[src/rtl/numero_arbiter.sv]
// Two-source arbiter for the shared numero bus: picks Celsius or Fahrenheit,
// pulses ack then load, and holds the selection for HOLD_CYCLES before re-arbitrating.
module numero_arbiter #(
    parameter int unsigned HOLD_CYCLES = 4
) (
    input  logic       clk,
    input  logic       reset_n,
    input  logic       reqC,
    input  logic       reqF,
    input  logic [1:0] mode,
    output logic       En,
    output logic       ackC,
    output logic       ackF,
    output logic       load,
    output logic       busy
);

    typedef enum logic [1:0] {IDLE, GRANT, LOAD, HOLD} state_t;

    localparam logic [15:0] HOLD_LAST = 16'(HOLD_CYCLES - 1);

    state_t      state_q;
    logic [15:0] cnt_q;
    logic        last_c_q;
    logic        en_q, ackc_q, ackf_q, load_q, busy_q;

    logic        elig_c_d, elig_f_d, pick_c_d;

    // Forced modes mask the other source; 00 and 11 both mean round-robin.
    assign elig_c_d = reqC && (mode != 2'b10);
    assign elig_f_d = reqF && (mode != 2'b01);
    // Contention goes to whichever source did not win last time.
    assign pick_c_d = elig_c_d && (!elig_f_d || !last_c_q);

    always_ff @(posedge clk or negedge reset_n) begin
        if (!reset_n) begin
            state_q  <= IDLE;
            cnt_q    <= '0;
            last_c_q <= 1'b0;
            en_q     <= 1'b0;
            ackc_q   <= 1'b0;
            ackf_q   <= 1'b0;
            load_q   <= 1'b0;
            busy_q   <= 1'b0;
        end else begin
            ackc_q <= 1'b0;
            ackf_q <= 1'b0;
            load_q <= 1'b0;
            case (state_q)
                IDLE: begin
                    if (elig_c_d || elig_f_d) begin
                        state_q  <= GRANT;
                        busy_q   <= 1'b1;
                        en_q     <= pick_c_d;
                        ackc_q   <= pick_c_d;
                        ackf_q   <= !pick_c_d;
                        last_c_q <= pick_c_d;
                    end
                end
                GRANT: begin
                    state_q <= LOAD;
                    load_q  <= 1'b1;
                end
                LOAD: begin
                    state_q <= HOLD;
                    cnt_q   <= HOLD_LAST;
                end
                HOLD: begin
                    // Counter reaches zero on the last of HOLD_CYCLES hold cycles.
                    if (cnt_q == 16'd0) begin
                        state_q <= IDLE;
                        busy_q  <= 1'b0;
                    end else begin
                        cnt_q <= cnt_q - 16'd1;
                    end
                end
                default: state_q <= IDLE;
            endcase
        end
    end

    assign En   = en_q;
    assign ackC = ackc_q;
    assign ackF = ackf_q;
    assign load = load_q;
    assign busy = busy_q;

endmodule

[config.mk]
export PLATFORM = sky130hd
export DESIGN_NAME = numero_arbiter
export DESIGN_NICKNAME = d
export VERILOG_FILES = /design/src/rtl/numero_arbiter.sv
export SDC_FILE = /design/constraint.sdc
export NUM_CORES = 1
export LEC_CHECK = 0
export ABC_AREA = 1
export CAP_MARGIN = 0
export CORE_MARGIN = 2
export CORE_UTILIZATION = 45
export DETAILED_ROUTE_END_ITERATION = 7
export REMOVE_ABC_BUFFERS = 1
export SLEW_MARGIN = 20
export SYNTH_ARGS = -nofsm -noshare
export SYNTH_HDL_FRONTEND = slang
export SYNTH_SLANG_ARGS = --single-unit
[constraint.sdc]
create_clock -name clk -period 2.1 [get_ports clk]
set_input_delay 0.21 -clock clk [delete_from_list [all_inputs] [get_ports clk]]
set_output_delay 0.21 -clock clk [all_outputs]
set_load 0.05 [all_outputs]
# Word-level counts from Yosys, hierarchy flattened
# Index checks and enable logic that the tools add are counted.
[word_totals]
reg_bits = 23
output_inout_bits = 5
romBits = 0
ramBits = 0
latch_bits = 0
in_bits = 6
n_memories = 0
wordCells = 45
[op_classes]
eq_ne = 8
reduce_logical = 16
multipliers = 0
shifts = 0
bitwise_logic = 0
n_lt_le_gt_ge = 0
add_sub_neg = 1
mux = 13
div = 0
[op_table]
columns = ["cell", "n"]
rows = [
  ["$pmux W16 S2", 1],
  ["$logic_not A16 Y1", 1],
  ["$mux W16", 1],
  ["$sub A16 B1 Y16 const B", 1],
  ["$ne A2 B2 Y1 const B", 4],
  ["$pmux W2 S4", 1],
  ["$mux W1", 7],
  ["$reduce_and A2 Y1", 3],
  ["$eq A2 B2 Y1 const B", 2],
  ["$mux W2", 2],
  ["$reduce_bool A2 Y1", 2],
  ["$logic_and A1 B1 Y1", 3],
  ["$logic_not A1 Y1", 3],
  ["$reduce_and A3 Y1", 1],
  ["$eq A2 B1 Y1 const B", 1],
  ["$logic_not A2 Y1", 1],
  ["$logic_or A1 B1 Y1", 2],
  ["$ne A2 B1 Y1 const B", 1],
  ["$pmux W1 S2", 1],
]

# Logic depth before layout (Yosys ltp)
[depth]
word_depth = 8
ltp_mapped = 11
depth_no_buf = 10

# Least setup slack after synthesis
# No wires, ideal clock.
[synth_path]
path_type = "reg-to-reg"
from = "reg cnt_q[0]"
to = "reg state_q[0]"
setup_slack_ns = 0.570
t_required_ns = 1.979
synth_period_minus_slack_ns = 1.530
path_buffers = 1
stages_incl_launch_ff = 11
t_arrival_ns = 1.409
setup_ns = 0.121
cell_sequence = "dfrtp_1 inv_1 ha_1 nand2_2 nor2_4 nand2_4 nand2_1 buf_6 nand2_1 nand2_1 o21ai_1"
[synth_via]
elab_chain_len = 3
[synth_lines]
columns = ["element", "line", "text"]
rows = [
  ["start: declaration", "23", "logic [15:0] cnt_q;"],
  ["start signal: assignment", "74", "cnt_q <= cnt_q - 16'd1;"],
  ["$logic_not A16 Y1", "70", "if (cnt_q == 16'd0) begin"],
  ["$ne A2 B2 Y1 (no source line)", "--", ""],
  ["$reduce_and A2 Y1 (no source line)", "--", ""],
  ["end signal: assignment", "65", "state_q <= HOLD;"],
  ["end signal: assignment", "71", "state_q <= IDLE;"],
  ["end signal: assignment", "77", "default: state_q <= IDLE;"],
  ["end: declaration", "22", "state_t state_q;"],
]
# No other way between the ends.
# A chain may end at the register's enable or synchronous reset.

# Worst setup path after layout
# Ends and elaborated chain as after synthesis.

==> flow_summary.json <==
{
  "clock_latency_ns": 0.30,
  "grt_pass1_wl_mm": 5.02,
  "reg2reg_slack_ns": 0.32,
  "cts_max_level": 1,
  "antennaDiodeCount": 0,
  "drv_slew": 0,
  "post_cts_buffers": 0,
  "ir_drop_v": 0.000707,
  "yosysMostFrequentCell": "nand2_1",
  "required_ns": 2.31,
  "rsz0062_at_grt": "no",
  "drt_wl_total_mm": 2.87,
  "synth.cell_area_sq_mm": 0.00141,
  "fin_setup_tns_ns": 0,
  "worstPathMaxFanout": 7,
  "ys_ff_latch": 23,
  "hold_violations": 0,
  "synth_ff_type": "dfrtp_1",
  "rows": 20,
  "synth_area_leaders": "dfrtp_1 (41%), nand2_1 (17%), nor2_1 (7.2%)",
  "fp.coreArea_sq_mm": 0.00300,
  "ys.warnings.count": 0,
  "yosysSeqAreaShare_pct": 40.9,
  "cts.path.max_buffers": 2,
  "syn_avg_cell_area_sq_um": 7.40,
  "ctsHoldBuffers": 0,
  "ios": 11,
  "fin_skew_ns": 0.00409,
  "cts_resized": 0,
  "yosys.area.top_type": "dfrtp_1",
  "min-delay-path-class": "in2async",
  "setup_ws_ns": 0.318,
  "drt_iter0_markers": 44,
  "maxClockFrequency_ghz": 0.561,
  "grt_start_max_net_pins": 24,
  "synth.distinct_cells": 24,
  "io_buffers": 10,
  "p_leak_nw": 0.842,
  "wl_met3_um": 75,
  "max_cap_violations": 0,
  "maxSlewHeadroom_pct": 66.9,
  "worst_slew_pin_slew_ns": 0.495,
  "crit_path_end_kind": "flop",
  "synth_edf_count": 0,
  "nets": 218,
  "grt_pass1_vias": 1154,
  "fp.dieArea_sq_mm": 0.00359,
  "synth.top_cells.by_count": "nand2_1 (62), nor2_1 (27), dfrtp_1 (23)",
  "fin_crit_sh_pct": 84.9,
  "area_growth_pct": 12.2,
  "crit_type": "reg2reg",
  "cp-start-kind": "flop",
  "cts_tree": "built",
  "gp_congestion": 0.852,
  "drcViolationCount": 0,
  "crit_path_start": "cnt_q[0]$_DFFE_PN0P_",
  "netlist.area_leader.share_pct": 40.9,
  "wl_met2_mm": 1.44,
  "antenna_found_initial": 0,
  "grt_overflow": 0,
  "highest_layer": "met4",
  "cts_made_buffers": 3,
  "fin_crit_ns": 1.78,
  "wire_per_inst_um": 12.1,
  "place_hpwl_mm": 2.23,
  "fin_area_sq_mm": 0.00158,
  "post-place-ws_ns": 0.329,
  "clockRootBuffer": "clkbuf_4",
  "regArea_sq_um": 576,
  "firstDrtPassIters": 4,
  "drt-met1-wl_mm": 1.33,
  "clock_sinks": 23,
  "power_density_mw_per_mm2": 1680,
  "die_w_um": 59.9,
  "syn_inst": 190,
  "worstPathArrival_ns": 1.99,
  "status": "finished clean",
  "die_h_um": 59.9,
  "multi_input_area_sq_um": 722,
  "placed_area_sq_mm": 0.00155,
  "initial_core_util_pct": 46.8,
  "via_per_inst": 4.92,
  "grtUsageTotal_pct": 18.6,
  "clkTransAtPathRegs_ns": 0.13,
  "ant_nets": 0,
  "setup-violations-final": 0,
  "async_flop_share_pct": 100,
  "r2r-start": "cnt_q[0]$_DFFE_PN0P_",
  "drive_above_1_share_pct": 8.78,
  "fillers": 308,
  "num_vias": 1172
}
-- where the power goes --
group | switching, mW | leakage, nW | total, mW | internal (mW)
clock | 0.135 | 0.0150 | 0.209 | 0.0740
combinational | 1.08 | 0.525 | 1.66 | 0.584
sequential | 0.168 | 0.303 | 0.779 | 0.612
-- registers in the layout, summed over array words and instances (netlist names) --
| name | count |
|---|---|
| cnt_q | 16 |
| load | 1 |
| busy | 1 |
| ackC | 1 |
| ackF | 1 |
| state_q | 2 |
| En | 1 |
-- kinds of logic (layout without fill, tap and decap cells) --
| group | Yosys count | after routing | share of synthesized area (%) |
|---|---|---|---|
| compound gates | 15 | 15 | 7.12 |
| fa+ha+maj | 6 | 6 | 5.34 |
| buf+inv | 25 | 40 | 7.74 |
| xor+xnor | 8 | 8 | 4.98 |
| flops | 23 | 23 | 40.9 |
| simple gates | 113 | 113 | 33.9 |
-- per-layer routing --
metal  up-vias  GRT usage (%)
li1        619              -
met1       539           23.5
met2        12           33.2
met3         2           1.95
met4         0           5.40
met5         -              0
-- through the flow --
step	cells	total power [mW]	utilization (%)	hold slack [ns]
2_1_floorplan	187	2.03	-	-0.0856
3_3_place_gp	234	2.44	51.7	0.512
3_5_place_dp	234	2.46	51.7	0.528
4_1_cts	238	2.69	52.5	0.240
5_1_grt	238	2.93	52.5	0.269
6_report	238	2.65	52.5	0.238
-- worst paths after layout --
check                           cells after the start                     end
worst max-delay path                               10  state_q[0]$_DFFE_PN0P_
min in group clk                                    3    cnt_q[0]$_DFFE_PN0P_
worst min register to register                      3    cnt_q[0]$_DFFE_PN0P_
worst max register to register                     10  state_q[0]$_DFFE_PN0P_
max in group asynchronous                           2    cnt_q[1]$_DFFE_PN0P_
worst min-delay path                                2   cnt_q[11]$_DFFE_PN0P_
-- layout by cell type (no fill, tap or decap) --
cell,synthesis,routed
ha_1,6,6
o21ai_1,6,6
inv_1,21,21
o21ai_0,3,3
xnor2_1,4,4
nand2_1,62,62
xor2_1,4,4
dfrtp_1,23,23
clkbuf_1,0,1
buf_4,0,4
nand4_1,2,2
nor3_1,1,1
nor2_2,3,3
o21ai_2,3,3
clkdlybuf4s50_1,0,10
a21oi_4,1,1
nand3_1,14,14
inv_2,1,1
nor2_4,1,1
nand2_4,1,1
a21oi_1,1,1
clkbuf_4,0,3
nand2_2,1,1
nor3b_1,1,1
nor2_1,27,27
o21bai_1,1,1
-- critical path: stages (launching register included) --
cell	delay, ns
dfrtp_1	0.38
inv_1	0.10
ha_1	0.26
nand2_2	0.12
nor2_4	0.15
nand2_4	0.08
nand2_1	0.18
buf_4	0.19
nand2_1	0.10
nand2_1	0.07
o21ai_1	0.06
-- area by class of cell --
class / count / area share [%]
inverters: 22 / 5.23
clock buffers: 4 / 1.67
multi-input cells: 142 / 45.8
well taps: 33 / 2.62
repair buffers: 14 / 8.25
flip-flops and latches: 23 / 36.5
No activity file was read; power rests on OpenSTA's default activity.
